### src/rtl/toy_fetch_align.sv
// rtl/toy_fetch_align.sv - splits 64-bit fetch blocks into aligned RV32/RVC instructions
package toy_pack;
  localparam int ADDR_WIDTH = 32;

  typedef struct packed {
    logic [31:0]           inst;
    logic [ADDR_WIDTH-1:0] pc;
    logic                  is_cext;
    logic                  carry;
    logic [1:0]            offset;
    logic                  pred_taken;
    logic [ADDR_WIDTH-1:0] pred_target;
    logic                  bypass;
  } fetch_queue_pkg;
endpackage

module toy_fetch_align #(
  parameter int ADDR_WIDTH = toy_pack::ADDR_WIDTH,
  parameter int BLK_HW     = 4,
  parameter int MUX_OUT    = 2
) (
  input  logic                     clk,
  input  logic                     rst_n,
  input  logic                     cancel_en,
  input  logic                     blk_vld,
  output logic                     blk_rdy,
  input  logic [ADDR_WIDTH-1:0]    blk_pc,
  input  logic [63:0]              blk_data,
  output logic                     req_vld,
  input  logic                     req_rdy,
  output toy_pack::fetch_queue_pkg v_req_pld [MUX_OUT],
  output logic [MUX_OUT-1:0]       v_req_en
);

  typedef struct packed {
    logic                     ok;
    logic [2:0]               len;
    toy_pack::fetch_queue_pkg pld;
  } slot_t;

  logic                  hb_vld;
  logic [63:0]           hb_data;
  logic [ADDR_WIDTH-1:0] hb_pc_base;
  logic [2:0]            hb_idx;
  logic                  cr_vld;
  logic [15:0]           cr_hw;
  logic [ADDR_WIDTH-1:0] cr_pc;

  slot_t       s0, s1;
  logic        en1, fire, retire, accept;
  logic [2:0]  idx_post;
  logic [15:0] hw3;
  logic        unused_pc0;

  assign hw3        = hb_data[63:48];
  assign unused_pc0 = blk_pc[0];

  function automatic logic [15:0] hw_at(input logic [63:0] d, input logic [1:0] k);
    return d[{k, 4'b0000} +: 16];
  endfunction

  // Position p beyond the block, or a low half at hw3, yields an empty slot.
  function automatic slot_t decode(input logic [63:0] d, input logic [ADDR_WIDTH-1:0] base,
                                   input logic [2:0] p);
    slot_t       s;
    logic [15:0] lo;
    logic [15:0] hi;
    s  = '0;
    lo = hw_at(d, p[1:0]);
    hi = hw_at(d, p[1:0] + 2'd1);
    if (p < 3'd4) begin
      s.pld.pc     = base + ADDR_WIDTH'({p, 1'b0});
      s.pld.offset = p[1:0];
      if (lo[1:0] != 2'b11) begin
        s.ok          = 1'b1;
        s.len         = 3'd1;
        s.pld.inst    = {16'h0000, lo};
        s.pld.is_cext = 1'b1;
      end else if (p != 3'd3) begin
        s.ok       = 1'b1;
        s.len      = 3'd2;
        s.pld.inst = {hi, lo};
      end
    end
    return s;
  endfunction

  always_comb begin
    s0 = '0;
    if (cr_vld) begin
      s0.ok         = 1'b1;
      s0.len        = 3'd1;
      s0.pld.inst   = {hw_at(hb_data, 2'd0), cr_hw};
      s0.pld.pc     = cr_pc;
      s0.pld.carry  = 1'b1;
      s0.pld.offset = 2'd3;
    end else begin
      s0 = decode(hb_data, hb_pc_base, hb_idx);
    end
    s1       = decode(hb_data, hb_pc_base, hb_idx + s0.len);
    req_vld  = hb_vld && s0.ok;
    en1      = req_vld && s1.ok;
    fire     = req_vld && req_rdy && !cancel_en;
    idx_post = fire ? (hb_idx + s0.len + (en1 ? s1.len : 3'd0)) : hb_idx;
    retire   = hb_vld && ((idx_post == 3'(BLK_HW)) || (idx_post == 3'd3 && hw3[1:0] == 2'b11));
    blk_rdy  = !cancel_en && (!hb_vld || retire);
    accept   = blk_vld && blk_rdy;
  end

  always_comb begin
    v_req_en     = {en1, req_vld};
    v_req_pld[0] = req_vld ? s0.pld : '0;
    v_req_pld[1] = en1 ? s1.pld : '0;
  end

  // Ordering matters: a same-cycle accept overrides retire, which overrides fire.
  always_ff @(posedge clk or negedge rst_n) begin
    if (!rst_n) begin
      hb_vld     <= 1'b0;
      hb_data    <= '0;
      hb_pc_base <= '0;
      hb_idx     <= 3'd0;
      cr_vld     <= 1'b0;
      cr_hw      <= '0;
      cr_pc      <= '0;
    end else if (cancel_en) begin
      hb_vld <= 1'b0;
      cr_vld <= 1'b0;
      hb_idx <= 3'd0;
    end else begin
      if (fire) begin
        hb_idx <= idx_post;
        if (cr_vld) cr_vld <= 1'b0;
      end
      if (retire) begin
        hb_vld <= 1'b0;
        if (idx_post == 3'd3) begin
          cr_vld <= 1'b1;
          cr_hw  <= hw3;
          cr_pc  <= hb_pc_base + ADDR_WIDTH'(6);
        end
      end
      if (accept) begin
        hb_vld     <= 1'b1;
        hb_data    <= blk_data;
        hb_pc_base <= {blk_pc[ADDR_WIDTH-1:3], 3'b000};
        hb_idx     <= {1'b0, blk_pc[2:1]};
        if (blk_pc[2:1] != 2'd0) cr_vld <= 1'b0;
      end
    end
  end

endmodule

### config.mk
export PLATFORM = sky130hd
export DESIGN_NAME = toy_fetch_align
export DESIGN_NICKNAME = d
export VERILOG_FILES = /design/src/rtl/toy_fetch_align.sv
export SDC_FILE = /design/constraint.sdc
export NUM_CORES = 1
export LEC_CHECK = 0
export CORE_UTILIZATION = 45
export CTS_CLUSTER_SIZE = 14
export DETAILED_ROUTE_END_ITERATION = 6
export GPL_TIMING_DRIVEN = 0
export HOLD_SLACK_MARGIN = 0.12
export PLACE_DENSITY = 0.76
export SYNTH_ARGS = -nofsm -noshare
export SYNTH_HDL_FRONTEND = slang
export SYNTH_SLANG_ARGS = --single-unit
### constraint.sdc
create_clock -name clk -period 11.05 [get_ports clk]
set_input_delay 1.6575 -clock clk [delete_from_list [all_inputs] [get_ports clk]]
set_output_delay 1.6575 -clock clk [all_outputs]
set_load 0.01 [all_outputs]
==> impl_metrics.py <==
metrics = {
    "power_and_ir_drop": {
        "combPwrFrac_pct": 46.5,
        "power.internal_uw": 1670,
        "p_leak_uw": 0.00598,
        "power_frac_clock_pct": 23.7,
        "powerDensity_nw_per_um2": 187,
        "switching_power_uw": 891,
        "switching_share_pct": 34.8,
        "vdd_drop_max_v": 0.0000930,
        "seqPwrFrac_pct": 29.8,
    },
    "route": {
        "drtAntennaViolNets": 0,
        "wirelength_um": 31100,
        "drcViolationCount": 56,
        "wire_per_inst_um": 21.1,
        "vias": 8176,
        "drt_iter0_drc": 737,
        "dr.pass1.iters": 7,
        "post_drt_via_cell_ratio": 5.54,
    },
    "yosys": {
        "yosys_register_bits": 144,
        "synth_warnings": 0,
        "synth_top_area_share_pct": 35.6,
        "ys_top_cells_by_area": "dfrtp_1 (36%), mux2_4 (16%), mux4_2 (14%), buf_4 (5.6%), nor2_1 (3.8%)",
        "ys_types": 54,
        "synth_adder_area_share_pct": 1.01,
        "yosysTopAreaCell": "dfrtp_1",
        "synth-seq-area-share_pct": 35.6,
        "synth-async-reset-ratio_pct": 100,
        "synth_top_family_by_area": "multiplexers",
        "postSynthCellCount": 859,
        "syn_avg_cell_area_um2": 11.8,
        "netlist_area_um2": 10100,
        "synth_edf_count": 0,
        "synth_mux_area_share_pct": 33.8,
        "synth-simple-area-share_pct": 11.9,
        "synth_xor_area_share_pct": 2.34,
        "ys.flop_type": "dfrtp_1",
        "synth_compound_area_share_pct": 5.69,
    },
    "timing": {
        "slew_viol_final": 0,
        "rsz0062_at_grt": "false",
        "min_period_ns": 10.24,
        "whs_ns": 0.476,
        "setup_ws_ns": 0.807,
        "tightest_slew_ns": 1.07,
        "fmax_ghz": 0.0976,
        "fin_worst_skew_ns": 0.00820,
        "finalHoldViolCount": 0,
        "tns_ns": 0,
        "relSlewSlack_pct": 28.9,
        "min_period_over_period_pct": 92.7,
        "setup_viol": 0,
    },
    "place": {
        "numPortBuffers": 235,
        "post-place-cells": 1445,
        "dp_slack_ns": 1.39,
        "hpwl_um": 22900,
        "gp_congestion": 0.902,
    },
    "global_routing": {
        "grt_pass1_vias": 8070,
        "grt_usage_pct": 27.1,
        "grt_pass1_wl_um": 47600,
        "antenna_found_initial": 3,
        "grt_max_degree": 94,
        "overflow": 0,
    },
    "setup_path": {
        "crit_arrival_ns": 8.59,
        "cpMostUsedCell": "clkbuf_1",
        "cp_top_family": "buffers and inverters",
        "cp.required_ns": 9.39,
        "worst-path-buf-inv": 10,
        "crit_chain": "buf_6 -> mux4_2 -> nand2_1 -> nor4_2 -> clkbuf_1 -> inv_1 -> fa_1 -> clkbuf_1 -> clkbuf_1 -> inv_1 -> ha_1 -> or4b_2 -> clkbuf_1 -> clkbuf_1 -> inv_1 -> fa_1 -> xnor2_1 -> xnor2_1 -> a2111oi_0 -> a311oi_1 -> a21oi_1 -> clkdlybuf4s50_1",
        "critPathMaxFanout": 10,
        "startpoint_type": "flip-flop",
        "rrSetupSlack_ns": 2.24,
        "slowest_stage": "nor4_2",
        "cpPeakStageDelay_ns": 0.73,
        "critPathCaptureType": "output pin",
        "critPathKind": "reg2out",
    },
    "worst_hold_path": {
        "hold_path.class": "reg2reg",
    },
    "floorplanning": {
        "fp-row-count": 54,
        "design.core.area_um2": 22000,
        "die_h_um": 152,
        "die-width_um": 152,
        "die_area_um2": 23100,
        "pin_count": 309,
        "start_util_pct": 46.1,
    },
    "layout": {
        "final_common_cell": "clkdlybuf4s50_1",
        "mostFrequentLayoutCells": "clkdlybuf4s50_1 (234), dfrtp_1 (144), mux2_4 (107), nor2_1 (102), buf_4 (76)",
        "drive_gt1_share_pct": 28.1,
        "final_util_pct": 62.5,
        "finalNonFillerCells": 1477,
        "fin_nets": 1292,
        "antenna_cells": 0,
        "synthToLayoutAreaGrowth_pct": 35.7,
    },
    "clock_tree": {
        "path_clk_slew_ns": 0.06,
        "cts_resized": 0,
        "ctsRootBufferMaster": "clkbuf_16",
        "clock_latency_ns": 0.43,
        "clockBufferDepth": 2,
        "htreeDepth": 4,
        "cts_made_buffers": 17,
        "clkSinkCount": 144,
        "holdBufCountCts": 0,
        "cts_setup_buffers": 0,
        "cts_tree": "done",
    },
    "run": {
        "maxCapViolCount": 0,
    },
    "outcome": {
        "status": "finished with violations",
        "violations": "DRC",
    },
}
## registers in the layout, indices dropped and copies added (netlist names)
signal	cells
cr_pc	30
cr_hw	16
hb_vld	1
hb_pc_base	29
hb_data	64
hb_idx	3
cr_vld	1
## worst paths after layout
| check | from | to | depth (start not counted) |
|---|---|---|---|
| worst min register to register | cr_hw[1] | cr_hw[1] | 1 |
| worst max register to register | hb_idx[0] | hb_pc_base[20] | 23 |
| worst min-delay path | cr_hw[1] | cr_hw[1] | 1 |
| max in group asynchronous | rst_n | hb_data[9] | 2 |
| worst max-delay path | hb_idx[0] | blk_rdy | 22 |
| min in group asynchronous | rst_n | hb_pc_base[18] | 1 |
## metrics by stage
step,cell area [um^2],power (uW)
6_report,13700,2560
5_1_grt,13700,2670
4_1_cts,13700,2560
3_5_place_dp,13100,1940
3_3_place_gp,13100,1910
2_1_floorplan,10400,1510
## Yosys cell counts (2+ instances only)
cell / number
mux2i_1: 3
buf_6: 9
a22oi_1: 30
mux2_4: 107
a211o_1: 4
nand3_1: 12
nor4_1: 6
mux2_2: 30
mux4_2: 63
a311oi_1: 2
nor2_1: 102
nand2_1: 18
o21ai_0: 2
nor3_1: 10
clkbuf_1: 42
and2_1: 23
a21oi_1: 35
xnor2_1: 15
buf_1: 6
inv_1: 18
buf_8: 3
and3_1: 6
nand4_1: 3
xor2_1: 12
nor3b_1: 24
ha_1: 5
buf_4: 76
fa_1: 2
or2_2: 6
dfrtp_1: 144
nor2b_1: 18
## cell type report
class	count	area (um^2)
buffer	138	907
inverter	18	67.6
clock buffer	18	429
timing repair buffer	236	2380
fill	1734	8230
sequential	144	3600
tap	280	350
multi-input combinational	629	5810
clock inverter	14	179
## cells by family after synthesis
kind of cell / count (synthesis)
and+or+nand+nor: 236
muxes: 204
buffers and inverters: 156
DFF: 144
AOI/OAI and AO/OA: 84
xor gates and xnor gates: 27
adders and majority gates: 7
other: 1
## power groups by stage
stage	clock (uW)	sequential (uW)	combinational, uW
floorplan	0	716	793
global placement	0	755	1160
detailed placement	0	764	1180
CTS	612	756	1190
global route	630	777	1260
finish	608	762	1190
## layer usage
| metal | track usage [%] | part of all wire [%] |
|---|---|---|
| met1 | 35.4 | 40 |
| met2 | 44.2 | 48 |
| met3 | 6.16 | 9.1 |
| met4 | 10.0 | 2.7 |
| met5 | 0 | 0 |
Power figures use the tool's default switching activity.
